<file path="src/rtl/cpu_pkg.sv">
// Types shared between the decoder, the ID/EX control stage and the EX stage:
// ALU operation encodings, the registered control bundle and the stage FSM states.
package cpu_pkg;

  localparam int CPU_REG_AW  = 5;
  localparam int CPU_ALUOP_W = 4;

  typedef enum logic [3:0] {
    ALU_DEFAULT = 4'b0000,
    ALU_ADD     = 4'b0001,
    ALU_SUB     = 4'b0010,
    ALU_AND     = 4'b0011
  } aluop_e;

  // RegDst is consumed at capture time to resolve the destination, so it is not carried into EX.
  typedef struct packed {
    logic regwrite;
    logic memtoreg;
    logic memread;
    logic memwrite;
    logic branch;
    logic alusrc;
  } ex_ctrl_t;

  localparam ex_ctrl_t EX_CTRL_NONE = '0;

  typedef enum logic {
    RUN   = 1'b0,
    STALL = 1'b1
  } stage_state_e;

endpackage

</file>
<file path="src/rtl/id_ex_ctrl_stage_hazard.sv">
// Load-use hazard compare: the load sitting in EX writes a register that the
// instruction in ID is about to read.
module lu_hazard_detect #(
  parameter int REG_AW = 5
) (
  input  logic              ex_valid,
  input  logic              ex_memread,
  input  logic [REG_AW-1:0] ex_dst,
  input  logic              id_valid,
  input  logic [REG_AW-1:0] id_rs,
  input  logic [REG_AW-1:0] id_rt,
  input  logic              id_uses_rt,
  output logic              hazard
);

  logic rs_match;
  logic rt_match;

  assign rs_match = (ex_dst == id_rs);
  assign rt_match = id_uses_rt && (ex_dst == id_rt);

  // A load into $0 never produces a value worth waiting for.
  assign hazard = ex_valid && ex_memread && (ex_dst != '0) && id_valid && (rs_match || rt_match);

endmodule

</file>
<file path="src/rtl/id_ex_ctrl_stage.sv">
// ID/EX pipeline register for the control bundle, with load-use bubble insertion,
// branch-flush squash and saturating stall/flush event counters.
module id_ex_ctrl_stage
  import cpu_pkg::*;
#(
  parameter int REG_AW     = CPU_REG_AW,
  parameter int ALUOP_W    = CPU_ALUOP_W,
  parameter int LU_BUBBLES = 1,
  parameter int CNT_W      = 16
) (
  input  logic               clk,
  input  logic               rst_n,
  input  logic               id_valid,
  input  logic               id_regwrite,
  input  logic               id_memtoreg,
  input  logic               id_memread,
  input  logic               id_memwrite,
  input  logic               id_branch,
  input  logic               id_regdst,
  input  logic               id_alusrc,
  input  logic [ALUOP_W-1:0] id_aluop,
  input  logic [REG_AW-1:0]  id_rs,
  input  logic [REG_AW-1:0]  id_rt,
  input  logic [REG_AW-1:0]  id_rd,
  input  logic               id_uses_rt,
  input  logic               flush,
  output logic               stall_out,
  output logic               ex_valid,
  output logic               ex_regwrite,
  output logic               ex_memtoreg,
  output logic               ex_memread,
  output logic               ex_memwrite,
  output logic               ex_branch,
  output logic               ex_alusrc,
  output logic [ALUOP_W-1:0] ex_aluop,
  output logic [REG_AW-1:0]  ex_rs,
  output logic [REG_AW-1:0]  ex_rt,
  output logic [REG_AW-1:0]  ex_dst,
  output logic [CNT_W-1:0]   stall_cnt,
  output logic [CNT_W-1:0]   flush_cnt
);

  localparam logic [2:0]       BCNT_INIT    = 3'(LU_BUBBLES - 1);
  localparam bit               MULTI_BUBBLE = (LU_BUBBLES > 1);
  localparam logic [CNT_W-1:0] CNT_ONE      = CNT_W'(1);

  stage_state_e      state;
  stage_state_e      state_next;
  logic [2:0]        bcnt;
  logic [2:0]        bcnt_next;
  logic [REG_AW-1:0] hz_dst;
  logic [REG_AW-1:0] hz_dst_next;
  logic              hazard;
  logic              stall;
  logic              take_id;
  logic [REG_AW-1:0] id_dst;

  ex_ctrl_t           ex_ctrl;
  ex_ctrl_t           ctrl_next;
  logic               valid_next;
  logic [ALUOP_W-1:0] aluop_next;
  logic [REG_AW-1:0]  rs_next;
  logic [REG_AW-1:0]  rt_next;
  logic [REG_AW-1:0]  dst_next;

  lu_hazard_detect #(
    .REG_AW(REG_AW)
  ) u_hazard (
    .ex_valid  (ex_valid),
    .ex_memread(ex_ctrl.memread),
    .ex_dst    (ex_dst),
    .id_valid  (id_valid),
    .id_rs     (id_rs),
    .id_rt     (id_rt),
    .id_uses_rt(id_uses_rt),
    .hazard    (hazard)
  );

  // Flush overrides everything; STALL keeps the front end frozen until the bubble budget is spent.
  always_comb begin
    state_next  = state;
    bcnt_next   = bcnt;
    hz_dst_next = hz_dst;
    stall       = 1'b0;
    if (flush) begin
      state_next = RUN;
      bcnt_next  = '0;
    end else begin
      case (state)
        RUN: begin
          if (hazard) begin
            stall       = 1'b1;
            hz_dst_next = ex_dst;
            bcnt_next   = BCNT_INIT;
            if (MULTI_BUBBLE) state_next = STALL;
          end
        end
        STALL: begin
          stall = 1'b1;
          if (bcnt <= 3'd1) begin
            bcnt_next  = '0;
            state_next = RUN;
          end else begin
            bcnt_next = bcnt - 3'd1;
          end
        end
        default: begin
          state_next = RUN;
          bcnt_next  = '0;
        end
      endcase
    end
  end

  assign stall_out = stall;
  assign take_id   = id_valid && !flush && !stall;
  assign id_dst    = id_regdst ? id_rt : id_rd;

  always_comb begin
    valid_next = 1'b0;
    ctrl_next  = EX_CTRL_NONE;
    aluop_next = '0;
    rs_next    = '0;
    rt_next    = '0;
    dst_next   = '0;
    if (take_id) begin
      valid_next         = 1'b1;
      ctrl_next.regwrite = id_regwrite && (id_dst != '0);
      ctrl_next.memtoreg = id_memtoreg;
      ctrl_next.memread  = id_memread;
      ctrl_next.memwrite = id_memwrite;
      ctrl_next.branch   = id_branch;
      ctrl_next.alusrc   = id_alusrc;
      aluop_next         = id_aluop;
      rs_next            = id_rs;
      rt_next            = id_rt;
      dst_next           = id_dst;
    end
  end

  always_ff @(posedge clk or negedge rst_n) begin
    if (!rst_n) begin
      state  <= RUN;
      bcnt   <= '0;
      hz_dst <= '0;
    end else begin
      state  <= state_next;
      bcnt   <= bcnt_next;
      hz_dst <= hz_dst_next;
    end
  end

  always_ff @(posedge clk or negedge rst_n) begin
    if (!rst_n) begin
      ex_valid <= 1'b0;
      ex_ctrl  <= EX_CTRL_NONE;
      ex_aluop <= '0;
      ex_rs    <= '0;
      ex_rt    <= '0;
      ex_dst   <= '0;
    end else begin
      ex_valid <= valid_next;
      ex_ctrl  <= ctrl_next;
      ex_aluop <= aluop_next;
      ex_rs    <= rs_next;
      ex_rt    <= rt_next;
      ex_dst   <= dst_next;
    end
  end

  assign ex_regwrite = ex_ctrl.regwrite;
  assign ex_memtoreg = ex_ctrl.memtoreg;
  assign ex_memread  = ex_ctrl.memread;
  assign ex_memwrite = ex_ctrl.memwrite;
  assign ex_branch   = ex_ctrl.branch;
  assign ex_alusrc   = ex_ctrl.alusrc;

  // Counters stick at all-ones so a long run never reads back as a small number.
  always_ff @(posedge clk or negedge rst_n) begin
    if (!rst_n) begin
      stall_cnt <= '0;
      flush_cnt <= '0;
    end else begin
      if (stall && (stall_cnt != '1)) stall_cnt <= stall_cnt + CNT_ONE;
      if (flush && (flush_cnt != '1)) flush_cnt <= flush_cnt + CNT_ONE;
    end
  end

  // A stall window is only ever opened by a load with a non-zero destination.
  assert property (@(posedge clk) disable iff (!rst_n) (state == STALL) |-> (hz_dst != '0));

endmodule

</file>
<file path="config.mk">
export PLATFORM = sky130hd
export DESIGN_NAME = id_ex_ctrl_stage
export DESIGN_NICKNAME = d
export VERILOG_FILES = /design/src/rtl/cpu_pkg.sv /design/src/rtl/id_ex_ctrl_stage_hazard.sv /design/src/rtl/id_ex_ctrl_stage.sv
export SDC_FILE = /design/constraint.sdc
export NUM_CORES = 1
export LEC_CHECK = 0
export CAP_MARGIN = 25
export CORE_AREA = 2 2 107 88
export CTS_CLUSTER_DIAMETER = 80
export DETAILED_ROUTE_END_ITERATION = 10
export DIE_AREA = 0 0 109 90
export GPL_ROUTABILITY_DRIVEN = 0
export SLEW_MARGIN = 0
export SYNTH_ARGS = -nofsm -noshare
export SYNTH_HDL_FRONTEND = slang
export SYNTH_SLANG_ARGS = --single-unit
</file>
<file path="constraint.sdc">
create_clock -name clk -period 3.85 [get_ports clk]
set_clock_uncertainty 0.2 [all_clocks]
set_input_delay 0.77 -clock clk [delete_from_list [all_inputs] [get_ports clk]]
set_output_delay 0.77 -clock clk [all_outputs]
set_load 0.02 [all_outputs]
</file>
After elaboration in Yosys (flattened, before gate mapping)

Index checks and enable logic that the tools add are counted.

Flip-flop bits (word level): 62
Bits of input ports: 31
Logic and storage cells: 57

$add $sub $neg: 3
Magnitude comparators: 1
Equality and inequality tests: 5
Mux-type cells: 17
Bitwise operators: 1
Reduce and logical (&&, ||, !) cells: 15

Operators with widths:

| operator                                             | number |
|---|---|
| adder 16 x 1 -> 16 bit (second input constant)       | 2 |
| != test 16 bit (second input constant)               | 2 |
| 2-to-1 mux 5 bit                                     | 4 |
| equality test 5 bit                                  | 2 |
| logical AND 1 bit                                    | 10 |
| nonzero test 5 bit                                   | 2 |
| 2-to-1 mux 3 bit                                     | 3 |
| 2-to-1 mux 1 bit                                     | 6 |
| 2-to-1 mux 6 bit                                     | 1 |
| one-hot mux 3 bit (2 select lines)                   | 1 |
| 2-to-1 mux 4 bit                                     | 1 |
| <= comparator 3 x 1 -> 1 bit (second input constant) | 1 |
| != test 3 bit (second input constant)                | 1 |
| subtractor 3 x 1 -> 3 bit (second input constant)    | 1 |
| zero test 1 bit                                      | 2 |
| one-hot mux 1 bit (2 select lines)                   | 1 |
| logical OR 1 bit                                     | 1 |
| inverter 1 bit                                       | 1 |

Depth between registers and ports, before layout

Gate-level depths: netlist of the first run.

Word-level depth: 10
Mapped depth: 8
Gate-level depth less buffers: 7

Modules after synthesis

A second synthesis of the first run with hierarchy kept.

Cells, all modules: 241
Area, all modules: 2,826.5 um^2

By module, submodules not included:

| module           | times used | cells an instance | area each (um^2) | seq. area each (um^2) |
|---|---|---|---|---|
| id_ex_ctrl_stage | 1          | 224               | 2,696.3          | 1,551.5 |
| lu_hazard_detect | 1          | 17                | 130.1            | 0.0 |

Worst setup path after synthesis of the first run

OpenSTA, ideal clock, no wires.

Path type: input to output
Start: input id_rs[4]
End: output stall_out
Arrival: 1.778 ns
Required time: 2.880 ns
Setup slack: 1.102 ns
Cell stages on the path: 6
Cell sequence: xnor2_1 -> nand3_1 -> o22ai_1 -> a21oi_4 -> buf_6 -> nor2_1

Longest elaborated chain between the ends: 6

Ends and longest elaborated chain:

| element                            | RTL line                      | RTL |
|---|---|---|
| from (decl)                        | id_ex_ctrl_stage.sv:22        | `input logic [REG_AW-1:0] id_rs,` |
| equality test 5 bit                | id_ex_ctrl_stage_hazard.sv:19 | `assign rs_match = (ex_dst == id_rs);` |
| logical OR 1 bit                   | id_ex_ctrl_stage_hazard.sv:23 | `assign hazard = ex_valid && ex_memread && (ex_dst != '0) && id_valid && (rs_match \|\| rt_match);` |
| logical AND 1 bit                  | id_ex_ctrl_stage_hazard.sv:23 |  |
| 2-to-1 mux 1 bit                   | id_ex_ctrl_stage.sv:91        | `if (hazard) begin` |
| one-hot mux 1 bit (2 select lines) | id_ex_ctrl_stage.sv:89        | `case (state)` |
| 2-to-1 mux 1 bit                   | id_ex_ctrl_stage.sv:85        | `if (flush) begin` |
| to (decl)                          | id_ex_ctrl_stage.sv:27        | `output logic stall_out,` |

Every way passes these cells.

Worst setup path after layout of the first run

Start: input id_rt[3]
End: output stall_out

Longest elaborated chain between the ends: 7

Ends and longest elaborated chain:

| element                            | RTL line                      | RTL |
|---|---|---|
| from (decl)                        | id_ex_ctrl_stage.sv:23        | `input logic [REG_AW-1:0] id_rt,` |
| equality test 5 bit                | id_ex_ctrl_stage_hazard.sv:20 | `assign rt_match = id_uses_rt && (ex_dst == id_rt);` |
| logical AND 1 bit                  | id_ex_ctrl_stage_hazard.sv:20 |  |
| logical OR 1 bit                   | id_ex_ctrl_stage_hazard.sv:23 |  |
| logical AND 1 bit                  | id_ex_ctrl_stage_hazard.sv:23 |  |
| 2-to-1 mux 1 bit                   | id_ex_ctrl_stage.sv:91        |  |
| one-hot mux 1 bit (2 select lines) | id_ex_ctrl_stage.sv:89        |  |
| 2-to-1 mux 1 bit                   | id_ex_ctrl_stage.sv:85        |  |

Every way passes these cells.

==> impl_metrics.csv, run 1 <==
group,metric,value,unit
clocking,cts_inserted_buffers,9,
synthesis,synthArstFlopShare,100,%
synthesis,netlist.area_leader.share,55.2,%
die,dieArea,0.00981,mm^2
placed_design,hpwl,4700,um
die,initial_core_util,31.9,%
synthesis,synthesis.area,0.00281,mm^2
detailed_routing,ant_nets,0,
die,die_w,109,um
clocking,clock_sinks,62,
timing,setup_viol,0,
clocking,ctsResizeCount,0,
clocking,cts_tree,"built",
die,pin_count,90,
clocking,clk_path_buf_depth,2,
timing,tns,0,ps
synthesis,synth.area.top_cells,"dfrtp_1, xnor2_1, and2_1, xor2_1, nand3_1",
pwr,power,1.66,mW
detailed_routing,drt_iter0_markers,51,
detailed_routing,wl_per_cell,13.7,um
detailed_routing,vias_per_cell,4.54,
cells_and_area,fin_nets,381,
clocking,postCtsHoldBufs,0,
synthesis,synth_flop_cell,"dfrtp_1",
critical_path,cp_data_required_time,2880,ps
placed_design,place_inst,450,
critical_path,worstSetupStartpointType,"input pin",
timing,hold_viol_final,0,
critical_path,path_class,"in2out",
cells_and_area,final_core_util,46.1,%
timing,clock.fmax,274,MHz
placed_design,post_dp_cell_area,0.00384,mm^2
cells_and_area,area_delta_synth_final,44.6,%
timing,post-route-period-util,94.6,%
timing,worst_pin_slew,632,ps
grt,grt-ovfl-total,0,
clocking,clockRootBuffer,"clkbuf_8",
synthesis,synth_edf_count,0,
clocking,worst_skew_pair.late_latency,330,ps
detailed_routing,drc,0,
pwr,p_per_area,410,mW/mm^2
synthesis,netlist_instances,247,
timing,maxSlewHeadroom,57.6,%
worst_hold_path,worst_hold_path_type,"in2async",
grt,grt_pass1_wl,10800,um
critical_path,cp-end-kind,"output pin",
pwr,leakagePower,1.77,nW
cells_and_area,fin_cells,465,
die,core_area,0.00880,mm^2
flow_run,max_cap_viol_count,0,
detailed_routing,vias,2111,
cells_and_area,drive_gt1_share,10.3,%
timing,rsz0062_at_grt,"no",
synthesis,yosys.area.top_type,"dfrtp_1",
synthesis,yosysWarnings,0,
timing,finalMaxSlewViolations,0,
detailed_routing,routed_wl,6360,um
clocking,postCtsSetupBuffers,0,
grt,grt_max_degree,41,
timing,period_minus_slack,3640,ps
cells_and_area,diodes,0,
grt,antenna_found_initial,0,
die,die_y,90,um
clocking,clkTransAtPathRegs,70,ps
synthesis,syn-num-nets,282,
cells_and_area,fin_area,0.00406,mm^2
synthesis,yosysSeqAreaShare,55.2,%
grt,grtUsageTotal,14.2,%
synthesis,yosys_register_bits,62,
pwr,vdd_drop_max,0.000277,V
die,rows,31,
detailed_routing,drtPass1Iterations,4,
clocking,htreeDepth,3,
grt,grt_pass1_vias,2083,
synthesis,post_synth.cell_area_avg,11.4,um^2
critical_path,arrival,2670,ps
synthesis,netlist-cell-type-count,44,
placed_design,numPortBuffers,89,
critical_path,crit_fanout,4,
run_status,status,"finished clean",
==> stage by stage <==
stage	setup slack, ps	hold slack (ps)
2_1_floorplan	1100	245
3_3_place_gp	169	270
3_5_place_dp	146	272
4_1_cts	147	209
5_1_grt	22.3	216
6_report	206	207
==> area by class of cell <==
cell class | count | area (um^2)
fill | 856 | 4740
sequential | 62 | 1550
multi-input combinational | 174 | 1210
timing repair buffer | 93 | 916
clock buffer | 11 | 151
tap | 115 | 144
clock inverter | 4 | 70.1
inverter | 6 | 22.5
==> critical path, stage by stage <==
cell and delay (ps):
clkdlybuf4s50_1 540, xnor2_1 140, nand4_1 120, o22ai_1 250, a21oi_4 90, nor2_1 150
clkdlybuf4s50_1 620
==> cell usage after synthesis (2+ instances only) <==
master and instances:
nand2_1 21, mux2i_1 6, nor3_1 7, and3_1 5
nor3b_1 3, inv_1 5, nand3_2 2, o21ai_0 3
nor2_1 11, a21oi_1 3, nor4_2 2, mux2_2 3
a31oi_1 3, dfrtp_1 62, xor2_1 13, and2_1 19
nand4_1 6, o22ai_1 2, nand3_1 16, nor4_1 5
xnor2_1 23, nand2b_1 2, ha_1 4
==> power breakdown <==
group	total, mW	internal (mW)	switching (mW)
Sequential	0.750	0.695	0.0551
Clock	0.633	0.394	0.239
Combinational	0.282	0.145	0.137
==> layer usage <==
metal  global-route usage, %  wire length (um)
met4                    3.95                57
met2                    20.0              2810
met3                    5.95               445
met1                    19.8              3050
met5                       0                 0
==> layout by cell type (no fill, tap or decap), drive strengths merged, types with 5 or more instances in the layout <==
master / Yosys / routed
and2: 19 / 19
and3: 5 / 5
buf: 3 / 5
clkbuf: 2 / 11
clkdlybuf4s50: 0 / 88
dfrtp: 62 / 62
inv: 6 / 6
mux2i: 6 / 6
nand2: 21 / 21
nand3: 18 / 18
nand4: 6 / 6
nor2: 11 / 11
nor3: 7 / 7
nor4: 7 / 7
xnor2: 23 / 23
xor2: 13 / 13
==> sequential cells by signal, summed over array words and instances (netlist names) <==
signal,count
flush_cnt,16
stall_cnt,16
ex_dst,5
ex_rs,5
ex_rt,5
ex_aluop,4
bcnt,3
ex_alusrc,1
ex_branch,1
ex_memread,1
ex_memtoreg,1
ex_memwrite,1
ex_regwrite,1
ex_valid,1
state,1
==> worst paths after layout <==
kind	slack (ps)	cells past startpoint	end	startpoint
worst max-delay path	210	7	stall_out	id_rt[3]
worst min-delay path	210	1	flush_cnt[10]$_DFFE_PN0P_	rst_n
worst max register to register	1500	6	stall_cnt[1]$_DFFE_PN0P_	stall_cnt[0]$_DFFE_PN0P_
worst min register to register	280	1	bcnt[2]$_DFFE_PN0P_	bcnt[2]$_DFFE_PN0P_
max in group asynchronous	2330	2	ex_dst[3]$_DFF_PN0_	rst_n
min in group clk	280	1	bcnt[2]$_DFFE_PN0P_	bcnt[2]$_DFFE_PN0P_
==> cells by family (layout without fill, tap and decap cells) <==
group | Yosys count | in the layout | share of synthesized area, %
AOI/OAI and AO/OA | 17 | 17 | 4.68
adders and majority gates | 4 | 4 | 1.78
xor gates and xnor gates | 36 | 36 | 11.2
muxes | 10 | 10 | 3.88
DFF | 62 | 62 | 55.2
and+or+nand+nor | 107 | 107 | 21.4
buffers and inverters | 11 | 114 | 1.83
Power figures use the tool's default switching activity.
==> inputs of run 2 (changes only) <==
--- a/config.mk
+++ b/config.mk
@@ -11,6 +11,7 @@
 export DETAILED_ROUTE_END_ITERATION = 10
 export DIE_AREA = 0 0 109 90
 export GPL_ROUTABILITY_DRIVEN = 0
+export PLACE_DENSITY = 0.57
 export SLEW_MARGIN = 0
 export SYNTH_ARGS = -nofsm -noshare
 export SYNTH_HDL_FRONTEND = slang
==> run 2 against run 1 <==
Compared with the run above: core utilization decreased by 0.071 points; fmax decreased by 0.56%; via count rose by 1.4%; final area is 0.15% lower; sequential power barely moved; largest cell class unchanged; highest routed layer unchanged.
==> impl_metrics.csv, run 2 (synthesis results as in run 1) <==
group,metric,value,unit
die,dieArea,0.00981,mm^2
placed_design,hpwl,4750,um
cells_and_area,drive_gt1_share,9.97,%
die,initial_core_util,31.9,%
grt,grt_pass1_wl,10700,um
timing,rsz0062_at_grt,"no",
clocking,htreeDepth,3,
critical_path,crit_fanout,4,
clocking,cts_tree,"built",
run_status,status,"finished clean",
pwr,power,1.65,mW
detailed_routing,wl_per_cell,13.8,um
grt,antenna_found_initial,0,
timing,worst_pin_slew,600,ps
pwr,p_switching,0.431,mW
die,core_area,0.00880,mm^2
worst_hold_path,worst_hold_path_type,"in2async",
die,rows,31,
timing,hold_viol_final,0,
cells_and_area,final_core_util,46.1,%
detailed_routing,vias_per_cell,4.59,
grt,grt_pass1_vias,2126,
pwr,netSwitchingFraction,26.1,%
cells_and_area,top_regs,"flush_cnt x16, stall_cnt x16",
critical_path,cp_data_required_time,2880,ps
critical_path,cp-end-kind,"output pin",
flow_run,max_cap_viol_count,0,
clocking,worst_skew_pair.late_latency,330,ps
pwr,vdd_drop_max,0.000320,V
critical_path,worstSetupStartpointType,"input pin",
detailed_routing,vias,2141,
clocking,clkTransAtPathRegs,70,ps
detailed_routing,drc,0,
clocking,postCtsHoldBufs,0,
cells_and_area,diodes,0,
die,die_w,109,um
clocking,clk_path_buf_depth,2,
timing,tns,0,ps
clocking,cts_inserted_buffers,9,
placed_design,post_dp_cell_area,0.00384,mm^2
placed_design,numPortBuffers,89,
timing,finalMaxSlewViolations,0,
clocking,clock_sinks,62,
grt,grt-ovfl-total,0,
pwr,p_comb_share,17.0,%
detailed_routing,drt_iter0_markers,55,
die,die_y,90,um
cells_and_area,fin_nets,381,
timing,period_minus_slack,3660,ps
detailed_routing,drtPass1Iterations,4,
grt,grt_max_degree,45,
timing,setup_viol,0,
cells_and_area,fillers,831,
pwr,p_int,1.22,mW
critical_path,path_class,"in2out",
die,pin_count,90,
grt,grtUsageTotal,14.1,%
timing,clock.fmax,273,MHz
critical_path,arrival,2690,ps
pwr,seq_power_share,45.4,%
cells_and_area,layout_common_cells,"clkdlybuf4s50_1, dfrtp_1, xnor2_1, nand2_1, and2_1",
cells_and_area,final_common_cell,"clkdlybuf4s50_1",
timing,post-route-period-util,95.2,%
cells_and_area,fin_area,0.00406,mm^2
timing,maxSlewHeadroom,59.8,%
critical_path,reg2reg_depth,6,
pwr,p_per_area,407,mW/mm^2
detailed_routing,routed_wl,6420,um
pwr,clkPwrFrac,37.6,%
clocking,ctsResizeCount,0,
cells_and_area,area_delta_synth_final,44.4,%
clocking,clockRootBuffer,"clkbuf_8",
detailed_routing,ant_nets,0,
clocking,postCtsSetupBuffers,0,
pwr,leakagePower,1.77,nW
run 2: layout make-up:
cell class	count	area [um^2]	area share [%]
Clock buffer	12	145	3.58
Clock inverter	4	70.1	1.73
Inverter	6	22.5	0.555
Multi-Input combinational cell	174	1210	29.7
Sequential cell	62	1550	38.3
Tap cell	115	144	3.55
Timing Repair Buffer	93	916	22.6
run 2: routing by layer:
metal  GRT usage [%]  share of wire [%]
met1            18.9                 46
met2            21.3                 49
met3            5.08                4.5
met4            3.85                1.0
met5               0                  0
run 2: power by group through the flow:
stage | registers, mW | logic [mW] | clock network (mW)
detailed placement | 0.762 | 0.283 | 0
CTS | 0.751 | 0.285 | 0.644
finish | 0.750 | 0.280 | 0.620
global route | 0.760 | 0.305 | 0.678
global placement | 0.760 | 0.282 | 0
floorplan | 0.803 | 0.0791 | 0
run 2: worst max-delay path: stages:
cell and delay (ps):
clkdlybuf4s50_1 560, xnor2_1 140, nand4_1 110, o22ai_1 260, a21oi_4 90, nor2_1 140
clkdlybuf4s50_1 620
run 2: final timing paths:
| path | from | endpoint | slack, ps |
|---|---|---|---|
| max | id_rt[2] | stall_out | 190 |
| min | rst_n | ex_aluop[0]$_DFF_PN0_ | 160 |
| max reg2reg | stall_cnt[0]$_DFFE_PN0P_ | stall_cnt[1]$_DFFE_PN0P_ | 1470 |
| min reg2reg | bcnt[2]$_DFFE_PN0P_ | bcnt[2]$_DFFE_PN0P_ | 280 |
| max in group asynchronous | rst_n | ex_rs[3]$_DFF_PN0_ | 2380 |
| min in group clk | bcnt[2]$_DFFE_PN0P_ | bcnt[2]$_DFFE_PN0P_ | 280 |
run 2: metrics by stage:
stage               hold slack, ps  worst slack, ps  instances
floorplan                      245             1100        247
global placement               267              168        450
detailed placement             267              146        450
CTS                            167              145        466
global route                   174              118        466
finish                         159              186        466
==> inputs of run 3 (changes only) <==
--- a/config.mk
+++ b/config.mk
@@ -12,7 +12,7 @@
 export DIE_AREA = 0 0 109 90
 export GPL_ROUTABILITY_DRIVEN = 0
 export PLACE_DENSITY = 0.57
-export SLEW_MARGIN = 0
+export SLEW_MARGIN = 20
 export SYNTH_ARGS = -nofsm -noshare
 export SYNTH_HDL_FRONTEND = slang
 export SYNTH_SLANG_ARGS = --single-unit
==> results of run 3 <==
The final DEF is identical to that of run 2; final timing and power are the same.
